### config.mk
export PLATFORM = sky130hd
export DESIGN_NAME = sat_add_arbiter
export DESIGN_NICKNAME = d
export VERILOG_FILES = /design/src/rtl/mac_pkg.sv /design/src/rtl/adder8.sv /design/src/rtl/sat_add_arbiter.sv
export SDC_FILE = /design/constraint.sdc
export NUM_CORES = 1
export LEC_CHECK = 0
export BUFFER_PORTS_ARGS = -buffer_cell sky130_fd_sc_hd__buf_4
export CAP_MARGIN = 0
export CORE_MARGIN = 2
export CORE_UTILIZATION = 41
export CTS_CLUSTER_SIZE = 40
export DETAILED_ROUTE_END_ITERATION = 10
export PLACE_DENSITY = 0.71
export SLEW_MARGIN = 10
export SYNTH_ARGS = -nofsm -noshare
export SYNTH_HDL_FRONTEND = slang
export SYNTH_SLANG_ARGS = --single-unit
### constraint.sdc
create_clock -name clk -period 7 [get_ports clk]
set_clock_uncertainty 0.05 [all_clocks]
set_input_delay 1.4 -clock clk [delete_from_list [all_inputs] [get_ports clk]]
set_output_delay 1.4 -clock clk [all_outputs]
set_load 0.05 [all_outputs]
### src/rtl/mac_pkg.sv
// Shared constants and helpers for the MAC datapath blocks.
// Latency: none (package only).
// Backpressure: not applicable.
package mac_pkg;

    localparam int DATA_W = 8;

    localparam logic [DATA_W-1:0] SAT_POS = 8'h7F;
    localparam logic [DATA_W-1:0] SAT_NEG = 8'h80;

    // Width of a requester index; a single requester still needs one bit.
    function automatic int id_width(input int num_req);
        int w;
        w = $clog2(num_req);
        return (w < 1) ? 1 : w;
    endfunction

endpackage

### src/rtl/adder8.sv
// Plain 8-bit two's-complement adder, wrap-around result.
// Latency: combinational.
// Backpressure: none; pure function of its inputs.
module adder8
    import mac_pkg::*;
(
    input  logic [DATA_W-1:0] a,
    input  logic [DATA_W-1:0] b,
    output logic [DATA_W-1:0] sum
);

    assign sum = a + b;

endmodule

### src/rtl/sat_add_arbiter.sv
// Round-robin share of one saturating 8-bit adder among NUM_REQ requesters.
// Latency: one cycle from accept to resp_valid; one result per cycle.
// Backpressure: a held result (resp_valid & !resp_ready) blocks all req_ready.
module sat_add_arbiter
    import mac_pkg::*;
#(
    parameter  int NUM_REQ = 4,
    parameter  int CNT_W   = 16,
    localparam int ID_W    = id_width(NUM_REQ)
) (
    input  logic                      clk,
    input  logic                      rst,
    input  logic [NUM_REQ-1:0]        req_valid,
    output logic [NUM_REQ-1:0]        req_ready,
    input  logic [NUM_REQ*DATA_W-1:0] req_a,
    input  logic [NUM_REQ*DATA_W-1:0] req_b,
    output logic                      resp_valid,
    input  logic                      resp_ready,
    output logic [DATA_W-1:0]         resp_sum,
    output logic [ID_W-1:0]           resp_id,
    output logic                      resp_ovf,
    output logic [CNT_W-1:0]          ovf_count,
    input  logic                      ovf_clr
);

    localparam logic [ID_W-1:0] LAST_ID = ID_W'(NUM_REQ - 1);

    logic [ID_W-1:0]    rr_ptr;
    logic [NUM_REQ-1:0] grant;
    logic [ID_W-1:0]    grant_id;
    logic               out_free;
    logic               xfer;
    logic [DATA_W-1:0]  op_a;
    logic [DATA_W-1:0]  op_b;
    logic [DATA_W-1:0]  raw_sum;
    logic               sum_ovf;
    logic [DATA_W-1:0]  sat_sum;

    // Output register can take a new result when empty or draining this cycle.
    assign out_free = !resp_valid || resp_ready;

    // First valid requester at or above rr_ptr, wrapping past the last index.
    always_comb begin
        int  idx;
        logic found;
        grant    = '0;
        grant_id = '0;
        found    = 1'b0;
        idx      = 0;
        for (int k = 0; k < NUM_REQ; k++) begin
            idx = int'(rr_ptr) + k;
            if (idx >= NUM_REQ) begin
                idx = idx - NUM_REQ;
            end
            if (!found && req_valid[idx]) begin
                grant[idx] = 1'b1;
                grant_id   = ID_W'(idx);
                found      = 1'b1;
            end
        end
    end

    // Nothing is offered while reset is held, so no transfer can be lost.
    assign req_ready = rst ? '0 : (grant & {NUM_REQ{out_free}});
    assign xfer      = |req_ready;

    // AND-OR operand mux steered by the one-hot grant.
    always_comb begin
        op_a = '0;
        op_b = '0;
        for (int i = 0; i < NUM_REQ; i++) begin
            op_a = op_a | (req_a[i*DATA_W +: DATA_W] & {DATA_W{grant[i]}});
            op_b = op_b | (req_b[i*DATA_W +: DATA_W] & {DATA_W{grant[i]}});
        end
    end

    adder8 u_adder8 (
        .a   (op_a),
        .b   (op_b),
        .sum (raw_sum)
    );

    // Signed overflow: like-signed operands produce a sum of the other sign.
    assign sum_ovf = (op_a[DATA_W-1] == op_b[DATA_W-1]) &&
                     (raw_sum[DATA_W-1] != op_a[DATA_W-1]);
    assign sat_sum = sum_ovf ? (op_a[DATA_W-1] ? SAT_NEG : SAT_POS) : raw_sum;

    // Result register: load on transfer, otherwise empty out when drained.
    always_ff @(posedge clk) begin
        if (rst) begin
            resp_valid <= 1'b0;
            resp_sum   <= '0;
            resp_id    <= '0;
            resp_ovf   <= 1'b0;
        end else if (xfer) begin
            resp_valid <= 1'b1;
            resp_sum   <= sat_sum;
            resp_id    <= grant_id;
            resp_ovf   <= sum_ovf;
        end else if (resp_valid && resp_ready) begin
            resp_valid <= 1'b0;
        end
    end

    // Round-robin pointer moves just past the winner; holds when idle or stalled.
    always_ff @(posedge clk) begin
        if (rst) begin
            rr_ptr <= '0;
        end else if (xfer) begin
            rr_ptr <= (grant_id == LAST_ID) ? '0 : grant_id + 1'b1;
        end
    end

    // Saturating clamp-event counter; clear wins over a same-cycle increment.
    always_ff @(posedge clk) begin
        if (rst) begin
            ovf_count <= '0;
        end else if (ovf_clr) begin
            ovf_count <= '0;
        end else if (xfer && sum_ovf && (ovf_count != '1)) begin
            ovf_count <= ovf_count + 1'b1;
        end
    end

endmodule
==> results.md <==
* Starting Density at 0.429
* Drt pass-1 iters at 4
* P&R area growth vs syn at 30.5%
* Min-Delay Path Class: flop to flop
* Post-route DRC at 0
* Grt total ovfl at 0
* Final wirelength at roughly 7.8 mm
* Maxcap violations at 0
* First-pass GRT wire length at between 10 and 15 mm
* FF+latch area at approximately 600 um2
* Final worst path period need at ~6.3 ns
* Multi-input gate area at between 1500 and 2000 um2
* Clock transition at the registers of the reported paths at approximately 0.060 ns
* Most common cell after layout, fill and taps aside: buf_4
* IO Pins at between 100 and 150
* Final hold viol count at 0
* Core box area at between 6000 and 7000 um2
* Routability-driven placement congestion ratio at approximately 0.83
* Routed len/inst at around 15 um
* Reg2Reg Depth at 17
* Final nets at 517
* Critical path required time at around 7.1 ns
* Post-Synth Simple-Gate Area at 0.255
* Leakage at around 1.5 nW
* Vias at just under 3000
* RSZ-0062 raised after global routing: no
* Layout fillers at 625
* Routed Antenna Nets at 0
* Critical Path End Type: flop
* GRT Overall Usage at 0.207
* Final Cycle Share at 0.896
* Die Area at about 7400 um2
* Max Root-Sink Buffers at 2
* Peak Freq at about 160 MHz
* Synth Flop Type: dfxtp_1
* Seq cells post-synth at 30
* Finished Core Util at 0.560
* Outcome: finished clean
* Die Span Y at approximately 86 um
* # resized after CTS at 0
* Proportion of layout cells with a drive suffix above 1 at 0.305
* Die width at between 80 and 90 um
* CTS tree: built
* Power Density at ~560 nW/um2
* Synthesized net count at 433
* Setup tns final at 0 ns
* Hpwl dp at between 5 and 6 mm
* Largest family of logic cells by synthesized area: compound AO/OA/AOI/OAI gates
* Synthesized area at about 2800 um2
* Critical Path End: resp_sum[2]
* Clock sink total at 30
* Core Rows at 29
* Post-synthesis xor/xnor area fraction at 0.0190
* Largest net degree at the start of global routing at 32
* Port bufs at roughly 100
* ANT cells at 0
* Post-synth EDFFs at 0
* Synth Area in Adders at 0.0614
* Mux share of post-synthesis cell area at 0.113
* Worst-Margin Slew at about 1.2 ns
* Worst ir drop on vdd at ~0.40 mV
* Post-synth cell types at 56
* Post-Syn Instances at between 300 and 400
* Clock latency on the worst-skew pair at around 0.28 ns
* Compound-Gate Fraction of Synth Area at 0.272
* Max Slew Vio Count at 0
* Inserted Clock Buffers at 5
* Most frequent cells in the layout: buf_4 (104), nand2_1 (58), dfxtp_1 (30), a22oi_1 (28), nor2_1 (22)
* CTS HTree Levels at 2
* First DRT Iteration DRCs at 133
* Crit path kind: flop to flop
* Flop-to-flop setup slack at approximately 0.73 ns
* Worst EP arrival at between 6 and 7 ns
* Crit-path max FO at 18
* Initial antenna violation count at 0
* Vias in the first global route at roughly 2800
* Worst r2r dst: resp_sum[2]
* Register area share after synthesis at 0.217
* Post-Syn Area per Cell at approximately 8 um2
* Async set-reset flop share out of synthesis at 0
* Drt via density at 5.70
* Normalized max-slew margin at 0.197
* Synth warn at 0
* Final Setup Violations at 0
* Clock root buffer: clkbuf_8
* Post-CTS setup buffer count at 0
* Worst Hold Path Cells at 2
* Hold Buf Count CTS at 0
* CP Launch Type: flop
## worst min-delay path by stage
stage | start | to
floorplan | ovf_count[11] | ovf_count[11]
global placement | ovf_count[8] | ovf_count[8]
detailed placement | ovf_count[11] | ovf_count[11]
CTS | ovf_count[11] | ovf_count[11]
global route | ovf_count[7] | ovf_count[7]
finish | ovf_count[11] | ovf_count[11]
## registers in the layout, summed over array words and instances (netlist names), named ones only
signal,cells
ovf_count,16
resp_sum,8
resp_id,2
resp_ovf,1
resp_valid,1
rr_ptr,1
## worst max-delay path, stage by stage (launching register included)
cell and delay (ns):
dfxtp_1 0.74, inv_1 0.26, ha_1 0.61, mux4_2 0.65, nor4b_4 0.39, and2_1 0.20
or3_1 0.52, a22oi_1 0.20, nand2_1 0.13, ha_1 0.19, inv_1 0.06, o21ai_0 0.16
a21oi_1 0.12, o21bai_1 0.15, a21oi_1 0.13, or4_1 0.88, and2_0 0.45, a211oi_1 0.27
## cells by family (layout without fill, tap and decap cells)
group,after synthesis,in the layout
AOI/OAI and AO/OA,93,93
xor gates and xnor gates,6,6
adders and majority gates,13,13
buffers and inverters,36,121
DFF,30,30
muxes,26,26
and+or+nand+nor,144,144
## where the power goes
part	switching (W)	internal, W	total [W]
sequential	0.0000406	0.000207	0.000248
combinational	0.00101	0.000621	0.00163
clock	0.0000631	0.0000992	0.000162
total	0.00111	0.000927	0.00204
## metal layers
metal  global-route usage  up-vias  share of wire
li1                     -     1463              -
met1                0.258     1396           0.44
met2                0.383       37           0.52
met3               0.0238        9          0.022
met4               0.0440        0          0.012
met5                    0        -              0
## layout make-up
| class | count | area share |
|---|---|---|
| tap | 77 | 0.0266 |
| sequential | 30 | 0.166 |
| timing repair buffer | 104 | 0.216 |
| inverter | 9 | 0.00934 |
| multi-input combinational | 282 | 0.552 |
| clock buffer | 8 | 0.0304 |
## cells in the mapped netlist, types with 2 or more instances
master / number / area share
a2111oi_2: 5 / 0.027
a211oi_1: 9 / 0.024
a211oi_2: 4 / 0.018
a21oi_1: 12 / 0.022
a22oi_1: 28 / 0.076
a311oi_1: 2 / 0.0063
and2_1: 8 / 0.018
and3_1: 4 / 0.0090
buf_1: 3 / 0.0041
buf_2: 8 / 0.014
buf_6: 4 / 0.016
clkbuf_1: 12 / 0.016
dfxtp_1: 30 / 0.22
ha_1: 12 / 0.054
inv_1: 9 / 0.012
mux2_1: 2 / 0.0081
mux2i_1: 19 / 0.069
mux4_2: 4 / 0.032
nand2_1: 58 / 0.079
nand2b_1: 4 / 0.0090
nand3_1: 11 / 0.020
nand4_1: 7 / 0.016
nor2_1: 22 / 0.030
nor2b_1: 4 / 0.0090
nor3_1: 2 / 0.0036
o211ai_1: 5 / 0.014
o21a_1: 2 / 0.0054
o21ai_0: 5 / 0.0090
o21bai_1: 3 / 0.0081
o31ai_1: 4 / 0.011
or2_1: 2 / 0.0045
or3_1: 16 / 0.036
xnor2_1: 3 / 0.0095
xor2_1: 3 / 0.0095
## per-stage QoR
step	setup slack, ns	cell area, um2	hold slack (ns)	cells	total power (W)
4_1_cts	0.719	3620	0.435	510	0.00205
3_5_place_dp	0.756	3510	0.423	502	0.00187
5_1_grt	0.222	3620	0.477	510	0.00223
2_1_floorplan	1.52	2770	0.634	348	0.00159
3_3_place_gp	0.936	3510	0.418	502	0.00186
6_report	0.726	3620	0.431	510	0.00204
Power figures use the tool's default switching activity.
